==> src/rtl/btn_addr_stepper_pkg.sv <==
// Shared board constants and step encoding for the button-driven LED address stepper.
// Parameter defaults give a 10 ms debounce and a 4 Hz auto step at CLK_HZ.
package btn_addr_stepper_pkg;

    localparam int LED_ADDR_W   = 3;
    localparam int LED_ADDR_MAX = 6;
    localparam int CLK_HZ       = 12_000_000;

    localparam int DEBOUNCE_CYCLES_DEFAULT = CLK_HZ / 100;
    localparam int AUTO_DIV_DEFAULT        = CLK_HZ / 4;

    typedef enum logic [1:0] {
        STEP_NONE,
        STEP_UP,
        STEP_DOWN
    } step_e;

endpackage

==> src/rtl/btn_addr_stepper_debounce.sv <==
// One button channel: 2-FF synchroniser, stable-level debouncer and a
// single-cycle press pulse raised on the same edge a 0->1 change is accepted.
module btn_debounce
    import btn_addr_stepper_pkg::*;
#(
    parameter int DEBOUNCE_CYCLES = DEBOUNCE_CYCLES_DEFAULT
) (
    input  logic clk,
    input  logic rst,
    input  logic btn_raw,
    output logic press
);

    localparam int CNT_W = (DEBOUNCE_CYCLES > 2) ? $clog2(DEBOUNCE_CYCLES) : 1;
    localparam logic [CNT_W-1:0] CNT_LAST = CNT_W'(DEBOUNCE_CYCLES - 1);

    logic             sync1_q, sync1_d;
    logic             sync2_q, sync2_d;
    logic             stable_q, stable_d;
    logic [CNT_W-1:0] count_q, count_d;
    logic             accept;

    // The counter only runs while the synchronised level disagrees with the
    // accepted one, so any bounce back to the old level restarts the wait.
    always_comb begin
        sync1_d  = btn_raw;
        sync2_d  = sync1_q;
        stable_d = stable_q;
        count_d  = '0;
        accept   = 1'b0;
        if (sync2_q != stable_q) begin
            if (count_q == CNT_LAST) begin
                accept   = 1'b1;
                stable_d = sync2_q;
            end else begin
                count_d = count_q + 1'b1;
            end
        end
    end

    assign press = accept & sync2_q;

    always_ff @(posedge clk or posedge rst) begin
        if (rst) begin
            sync1_q  <= 1'b0;
            sync2_q  <= 1'b0;
            stable_q <= 1'b0;
            count_q  <= '0;
        end else begin
            sync1_q  <= sync1_d;
            sync2_q  <= sync2_d;
            stable_q <= stable_d;
            count_q  <= count_d;
        end
    end

endmodule

==> src/rtl/btn_addr_stepper.sv <==
// Turns raw BTN1..BTN3 pins into a wrap-around LED address: up/down steps,
// plus an auto mode that free-runs the address from a prescaler tick.
module btn_addr_stepper
    import btn_addr_stepper_pkg::*;
#(
    parameter int DEBOUNCE_CYCLES = DEBOUNCE_CYCLES_DEFAULT,
    parameter int AUTO_DIV        = AUTO_DIV_DEFAULT,
    parameter int ADDR_W          = LED_ADDR_W,
    parameter int ADDR_MAX        = LED_ADDR_MAX
) (
    input  logic              CLK,
    input  logic              RST,
    input  logic              BTN1,
    input  logic              BTN2,
    input  logic              BTN3,
    output logic [ADDR_W-1:0] addr,
    output logic              addr_changed,
    output logic              auto_mode
);

    localparam int PRE_W = (AUTO_DIV > 2) ? $clog2(AUTO_DIV) : 1;
    localparam logic [PRE_W-1:0]  PRE_LAST  = PRE_W'(AUTO_DIV - 1);
    localparam logic [ADDR_W-1:0] ADDR_LAST = ADDR_W'(ADDR_MAX);

    logic              press_up, press_down, press_auto;
    logic              tick;
    step_e             step;
    logic [ADDR_W-1:0] addr_q, addr_d;
    logic              changed_q, changed_d;
    logic              auto_q, auto_d;
    logic [PRE_W-1:0]  presc_q, presc_d;

    btn_debounce #(.DEBOUNCE_CYCLES(DEBOUNCE_CYCLES)) u_btn_up (
        .clk(CLK), .rst(RST), .btn_raw(BTN1), .press(press_up)
    );
    btn_debounce #(.DEBOUNCE_CYCLES(DEBOUNCE_CYCLES)) u_btn_down (
        .clk(CLK), .rst(RST), .btn_raw(BTN2), .press(press_down)
    );
    btn_debounce #(.DEBOUNCE_CYCLES(DEBOUNCE_CYCLES)) u_btn_auto (
        .clk(CLK), .rst(RST), .btn_raw(BTN3), .press(press_auto)
    );

    // Conflicting manual presses cancel each other and also swallow the tick;
    // a lone manual press always wins over the tick.
    always_comb begin
        tick      = auto_q && (presc_q == PRE_LAST);
        step      = STEP_NONE;
        addr_d    = addr_q;
        changed_d = 1'b0;
        auto_d    = auto_q;
        presc_d   = presc_q;

        if (press_up ^ press_down) begin
            step = press_up ? STEP_UP : STEP_DOWN;
        end else if (!press_up && tick) begin
            step = STEP_UP;
        end

        if (press_auto) begin
            auto_d  = !auto_q;
            presc_d = '0;
        end else if (!auto_q || tick) begin
            presc_d = '0;
        end else begin
            presc_d = presc_q + 1'b1;
        end

        case (step)
            STEP_UP: begin
                addr_d    = (addr_q == ADDR_LAST) ? '0 : addr_q + 1'b1;
                changed_d = 1'b1;
            end
            STEP_DOWN: begin
                addr_d    = (addr_q == '0) ? ADDR_LAST : addr_q - 1'b1;
                changed_d = 1'b1;
            end
            default: ;
        endcase
    end

    always_ff @(posedge CLK or posedge RST) begin
        if (RST) begin
            addr_q    <= '0;
            changed_q <= 1'b0;
            auto_q    <= 1'b0;
            presc_q   <= '0;
        end else begin
            addr_q    <= addr_d;
            changed_q <= changed_d;
            auto_q    <= auto_d;
            presc_q   <= presc_d;
        end
    end

    assign addr         = addr_q;
    assign addr_changed = changed_q;
    assign auto_mode    = auto_q;

endmodule
==> config.mk <==
export PLATFORM = sky130hd
export DESIGN_NAME = btn_addr_stepper
export DESIGN_NICKNAME = d
export VERILOG_FILES = /design/src/rtl/btn_addr_stepper_pkg.sv /design/src/rtl/btn_addr_stepper_debounce.sv /design/src/rtl/btn_addr_stepper.sv
export SDC_FILE = /design/constraint.sdc
export NUM_CORES = 1
export LEC_CHECK = 0
export BUFFER_PORTS_ARGS = -buffer_cell sky130_fd_sc_hd__buf_2
export CAP_MARGIN = 20
export CELL_PAD_IN_SITES_DETAIL_PLACEMENT = 1
export CELL_PAD_IN_SITES_GLOBAL_PLACEMENT = 2
export CORE_AREA = 3 3 125 97
export CTS_CLUSTER_SIZE = 16
export DETAILED_ROUTE_END_ITERATION = 12
export DIE_AREA = 0 0 128 100
export PLACE_DENSITY = 0.83
export SLEW_MARGIN = 20
export SYNTH_ARGS = -nofsm -noshare
export SYNTH_HDL_FRONTEND = slang
export SYNTH_HIERARCHICAL = 1
export SYNTH_SLANG_ARGS = --single-unit
==> constraint.sdc <==
create_clock -name CLK -period 4.2 [get_ports CLK]
set_clock_uncertainty 0.15 [all_clocks]
set_input_delay 0.84 -clock CLK [delete_from_list [all_inputs] [get_ports CLK]]
set_output_delay 0.84 -clock CLK [all_outputs]
set_load 0.05 [all_outputs]
After elaboration in Yosys (flattened, before gate mapping)
Index checks and enable logic that the tools add are counted.
{"block": "word_totals", "memories": 0, "rom_bits": 0, "register_bits": 87, "latchBits": 0, "out_inout_bits": 5, "mem_bits_rw": 0, "inputBits": 5}
{"block": "classes", "n_lt_le_gt_ge": 0, "n_reduce_logical": 11, "div_mod_pow": 0, "n_shift": 0, "eq_ne": 10, "n_bitwise": 4, "addsub": 6, "mul": 0, "n_mux": 21}
{"op": "two-way mux 17 bit", "n": 6}
{"op": "adder 17 x 1 -> 17 bit, second input constant", "n": 3}
{"op": "== test 17 bit, second input constant", "n": 3}
{"op": "two-way mux 22 bit", "n": 2}
{"op": "adder 22 x 1 -> 22 bit, second input constant", "n": 1}
{"op": "== test 22 bit, second input constant", "n": 1}
{"op": "two-way mux 1 bit", "n": 8}
{"op": "two-way mux 3 bit", "n": 2}
{"op": "case mux 3 bit (2 select lines)", "n": 1}
{"op": "AND reduction 2 bit", "n": 3}
{"op": "two-way mux 2 bit", "n": 2}
{"op": "adder 3 x 1 -> 3 bit, second input constant", "n": 1}
{"op": "AND 1 bit", "n": 3}
{"op": "== test 3 bit, second input constant", "n": 1}
{"op": "logical NOT 3 bit", "n": 1}
{"op": "!= test 1 bit", "n": 3}
{"op": "subtractor 3 x 1 -> 3 bit, second input constant", "n": 1}
{"op": "== test 2 x 1 -> 1 bit, second input constant", "n": 1}
{"op": "== test 2 bit, second input constant", "n": 1}
{"op": "logical AND 1 bit", "n": 2}
{"op": "logical NOT 1 bit", "n": 2}
{"op": "nonzero test 2 bit", "n": 1}
{"op": "OR reduction 2 bit", "n": 1}
{"op": "logical OR 1 bit", "n": 1}
{"op": "bitwise XOR 1 bit", "n": 1}

Logic depth before layout (Yosys ltp)
{"block": "depth", "word_depth": 11, "ltp_mapped": 10, "mapped_depth_nobuf": 10}

Modules after synthesis
The synthesis kept the hierarchy.
{"mod": "btn_debounce", "n_inst": 3, "seq_area_each_um2": 500.5, "cells_each": 93, "area_each_um2": 957.2}
{"mod": "btn_addr_stepper", "n_inst": 1, "seq_area_each_um2": 675.6, "cells_each": 153, "area_each_um2": 1501.4}

Least setup slack after synthesis
No wires, ideal clock.
{"block": "synth_timing", "kind": "register to register", "from": "register u_btn_up.count_q[13]", "to": "register addr_q[2] (netlist: addr[2])", "path_stages_with_launch": 10, "t_arrival_ns": 3.169, "required_time_ns": 3.925, "synth_period_minus_slack_ns": 3.444, "setup_ns": 0.125, "path_buffers": 0, "setup_slack_ns": 0.756, "path_cell_list": "dfrtp_1 or4b_1 or4_4 nor3b_1 inv_1 ha_1 nand2_1 or4_1 o21ai_4 mux2_2"}
{"block": "synth_via", "elab_chain_len": 10, "elab_cells_between_ends": 14}
{"item": "start, declared", "line_no": "btn_addr_stepper_debounce.sv:20", "source": "logic [CNT_W-1:0] count_q, count_d;"}
{"item": "start signal, assigned", "line_no": "btn_addr_stepper_debounce.sv:53", "source": "count_q <= count_d;"}
{"item": "== test 17 bit (*)", "line_no": "btn_addr_stepper_debounce.sv:32", "source": "if (count_q == CNT_LAST) begin"}
{"item": "two-way mux 1 bit (*)", "line_no": "btn_addr_stepper_debounce.sv:32"}
{"item": "two-way mux 1 bit (*)", "line_no": "btn_addr_stepper_debounce.sv:31", "source": "if (sync2_q != stable_q) begin"}
{"item": "AND 1 bit (*)", "line_no": "btn_addr_stepper_debounce.sv:41", "source": "assign press = accept & sync2_q;"}
{"item": "net press_up", "line_no": "btn_addr_stepper.sv:25", "source": "logic press_up, press_down, press_auto;"}
{"item": "logical NOT 1 bit", "line_no": "btn_addr_stepper.sv:55", "source": "end else if (!press_up && tick) begin"}
{"item": "logical AND 1 bit", "line_no": "btn_addr_stepper.sv:55"}
{"item": "two-way mux 1 bit", "line_no": "btn_addr_stepper.sv:55"}
{"item": "two-way mux 2 bit (*)", "line_no": "btn_addr_stepper.sv:53", "source": "if (press_up ^ press_down) begin"}
{"item": "== test 2 bit / == test 2 x 1 -> 1 bit (equally long branches)", "line_no": "btn_addr_stepper.sv:68", "source": "case (step)"}
{"item": "case mux 3 bit (2 select lines) / nonzero test 2 bit (equally long branches)"}
{"item": "end signal, assigned", "line_no": "btn_addr_stepper.sv:88", "source": "addr_q <= addr_d;"}
{"item": "end, declared", "line_no": "btn_addr_stepper.sv:28", "source": "logic [ADDR_W-1:0] addr_q, addr_d;"}
The timed path passes the listed nets; every way through them passes the cells marked *.
A chain may end at the register's enable or synchronous reset.

Worst setup path after layout
Same ends and word-level chain as after synthesis.

==> results.sh <==
export IMPL_setup_viol=0
export IMPL_yosys_area_share_simple_pct=26.01
export IMPL_nFillCells=1232
export IMPL_cts_clk_slew_worst_paths_ns=0.06
export IMPL_power_leakage_nw=1.882
export IMPL_slew_viol_final=0
export IMPL_cts_tree="built"
export IMPL_synth_nets=447
export IMPL_r2r_slack_ns=0.59
export IMPL_htreeDepth=3
export IMPL_fp_dieH_um=100
export IMPL_port_buffers=9
export IMPL_drt_iter0_markers=184
export IMPL_synth_avg_cell_area_um2=10.12
export IMPL_syn_inst=432
export IMPL_hold_viol_final=0
export IMPL_final_net_count=458
export IMPL_tightest_slew_ns=0.9812
export IMPL_drtPass1Iterations=4
export IMPL_synth_edf_count=0
export IMPL_layout_cells_non_filler=588
export IMPL_num_antenna_cells=0
export IMPL_cts_resized=0
export IMPL_r2r_start="u_btn_up/count_q[13]"
export IMPL_fin_crit_ns=3.615
export IMPL_critPathCaptureType="flip-flop"
export IMPL_synth_top_area_share_pct=49.79
export IMPL_drc=0
export IMPL_synth_xor_area_share_pct=12.42
export IMPL_gr_usage_all_layers_pct=15.44
export IMPL_ys_top_cells_by_count="dfrtp_1, nor2_1, xnor2_1, nand3_1, nand4_1"
export IMPL_grt_pass1_vias=3275
export IMPL_yosysSeqAreaShare_pct=49.79
export IMPL_rows=33
export IMPL_min_from="u_btn_down/sync1_q"
export IMPL_avgRoutedWirePerCell_um=15.46
export IMPL_cts_sinks=87
export IMPL_cts_path_max_buffers=2
export IMPL_hold_buffers=0
export IMPL_numPlacedInstances=571
export IMPL_wl_um=9089
export IMPL_finalWeightedCongestion=0.8074
export IMPL_synth_compound_area_share_pct=3.491
export IMPL_vdd_drop_max_mv=0.1756
export IMPL_synth_most_common_cell="dfrtp_1"
export IMPL_fin_tns_setup_ns=0
export IMPL_initial_utilization_pct=40.12
export IMPL_synth_warnings=6
export IMPL_critPathRequiredTime_ns=4.28
export IMPL_grt_setup_unrepaired="no"
export IMPL_synth_area_um2=4373
export IMPL_whs_path_depth=0
export IMPL_layout_drive_gt1_share_pct=9.375
export IMPL_slew_headroom_pct=34.43
export IMPL_clk_latency_ns=0.34
export IMPL_clk_root_buffer_cell="clkbuf_16"
export IMPL_pin_count=10
export IMPL_max_cap_viol_count=0
export IMPL_cts_setup_buffers=0
export IMPL_num_vias=3109
export IMPL_crit_type="flip-flop to flip-flop"
export IMPL_ys_ff_latch=87
export IMPL_hold_ws_ns=0.2011
export IMPL_area_delta_synth_final_pct=11.04
export IMPL_ant_nets=0
export IMPL_critPathArrivalTime_ns=3.69
export IMPL_status="finished, final reports clean"
export IMPL_antenna_found_initial=0
export IMPL_startpoint_type="flip-flop"
export IMPL_cp_max_fo=5
export IMPL_reg2reg_depth=9
export IMPL_synth_cell_types=36
export IMPL_synthAdderAreaFrac_pct=2.861
export IMPL_timing_rr_end="addr[2]"
export IMPL_cts_buffers=9
export IMPL_grt_overflow_total=0
export IMPL_die_w_um=128
export IMPL_grt_pass1_wl_um=15940
export IMPL_post_dp_hpwl_um=6270
export IMPL_synthMuxAreaShare_pct=1.974
export IMPL_hp_class="flip-flop to flip-flop"
export IMPL_vias_per_cell=5.287
export IMPL_yosys_top_cells_area="dfrtp_1, xnor2_1, nor2_1"
export IMPL_synth_top_family_by_area="simple AND/OR/NAND/NOR gates"
export IMPL_grt_max_degree=28
export IMPL_dieArea_um2=12800
export IMPL_fmax_mhz=276.6
export IMPL_core_area_um2=10900
export IMPL_fin_crit_sh_pct=86.07
export IMPL_powerDensity_nw_per_um2=364.2
export IMPL_synth_area_leader_cell="dfrtp_1"
export IMPL_synthArstFlopShare_pct=100.0
export IMPL_ys_flop_type="dfrtp_1"
export IMPL_hold_path_endpoint="u_btn_down/sync2_q"
==> power by group <==
part | switching, mW | internal [mW] | total, mW
Combinational | 0.0320 | 0.0123 | 0.0443
Sequential | 0.0102 | 0.848 | 0.858
Clock | 0.329 | 0.537 | 0.866
==> registers in the layout, summed over array words and instances, names as in the netlist, 3 cells and up <==
register            cells
presc_q                22
addr                    3
u_btn_auto/count_q     17
u_btn_down/count_q     17
u_btn_up/count_q       17
==> cells in the final DEF, fill, tap and decap left out, drive strengths merged, types with 14 or more instances in the layout <==
master and n:
nand3 24, dfrtp 87, xor2 14, nor3 14
nor4 17, inv 19, nand2 26, xnor2 48
nor2 76, nand4 25
==> worst max-delay path, cell delays in order, from the launching register on <==
cell and delay, ns:
dfrtp_1 0.43, or4b_1 0.54, or4_4 0.58, nor3b_1 0.34
inv_1 0.08, ha_1 0.30, nand2_1 0.05, or4_1 0.46
o21ai_4 0.24, mux2_2 0.35
==> cell type report <==
cell class / instances / area, um2 / area share [%]
Timing Repair Buffer: 10 / 60.06 / 1.237
Multi-Input combinational cell: 315 / 2044 / 42.10
Clock buffer: 11 / 242.7 / 4.999
Tap cell: 140 / 175.2 / 3.607
Inverter: 20 / 75.07 / 1.546
Clock inverter: 5 / 81.33 / 1.675
Sequential cell: 87 / 2177 / 44.83
==> how the worst max path moves through the flow <==
stage                     endpoint            startpoint  depth (start not counted)
after CTS                  addr[2]  u_btn_up/count_q[13]                          9
after global placement     addr[2]  u_btn_up/count_q[13]                          9
after detailed placement   addr[2]  u_btn_up/count_q[13]                          9
after global routing       addr[2]   u_btn_up/count_q[0]                         10
final                      addr[2]  u_btn_up/count_q[13]                          9
after floorplan            addr[2]  u_btn_up/count_q[13]                          9
==> cell families after synthesis <==
group / after synthesis
AOI/OAI and AO/OA: 22
muxes: 7
adders and majority gates: 10
buffers and inverters: 30
and+or+nand+nor: 214
xor gates and xnor gates: 62
DFF: 87
==> per-layer routing <==
| metal | track usage, % | wire length, um | vias to the layer above |
|---|---|---|---|
| li1 | - | - | 1519 |
| met2 | 23.69 | 4158 | 20 |
| met1 | 20.89 | 4518 | 1553 |
| met4 | 6.525 | 219 | 0 |
| met3 | 3.883 | 192 | 17 |
| met5 | 0 | 0 | - |
==> metrics by stage <==
step / setup slack, ns / total power [mW] / util (%) / area (um2)
after floorplan: 0.7558 / 0.9053 / - / 4373
after global placement: 0.6212 / 0.9168 / 41.44 / 4517
after detailed placement: 0.5788 / 0.9184 / 41.44 / 4517
after CTS: 0.5662 / 1.797 / 44.41 / 4841
after global routing: 0.3264 / 1.843 / 44.55 / 4856
final: 0.5851 / 1.768 / 44.55 / 4856
(Power assumes the default switching activity.)
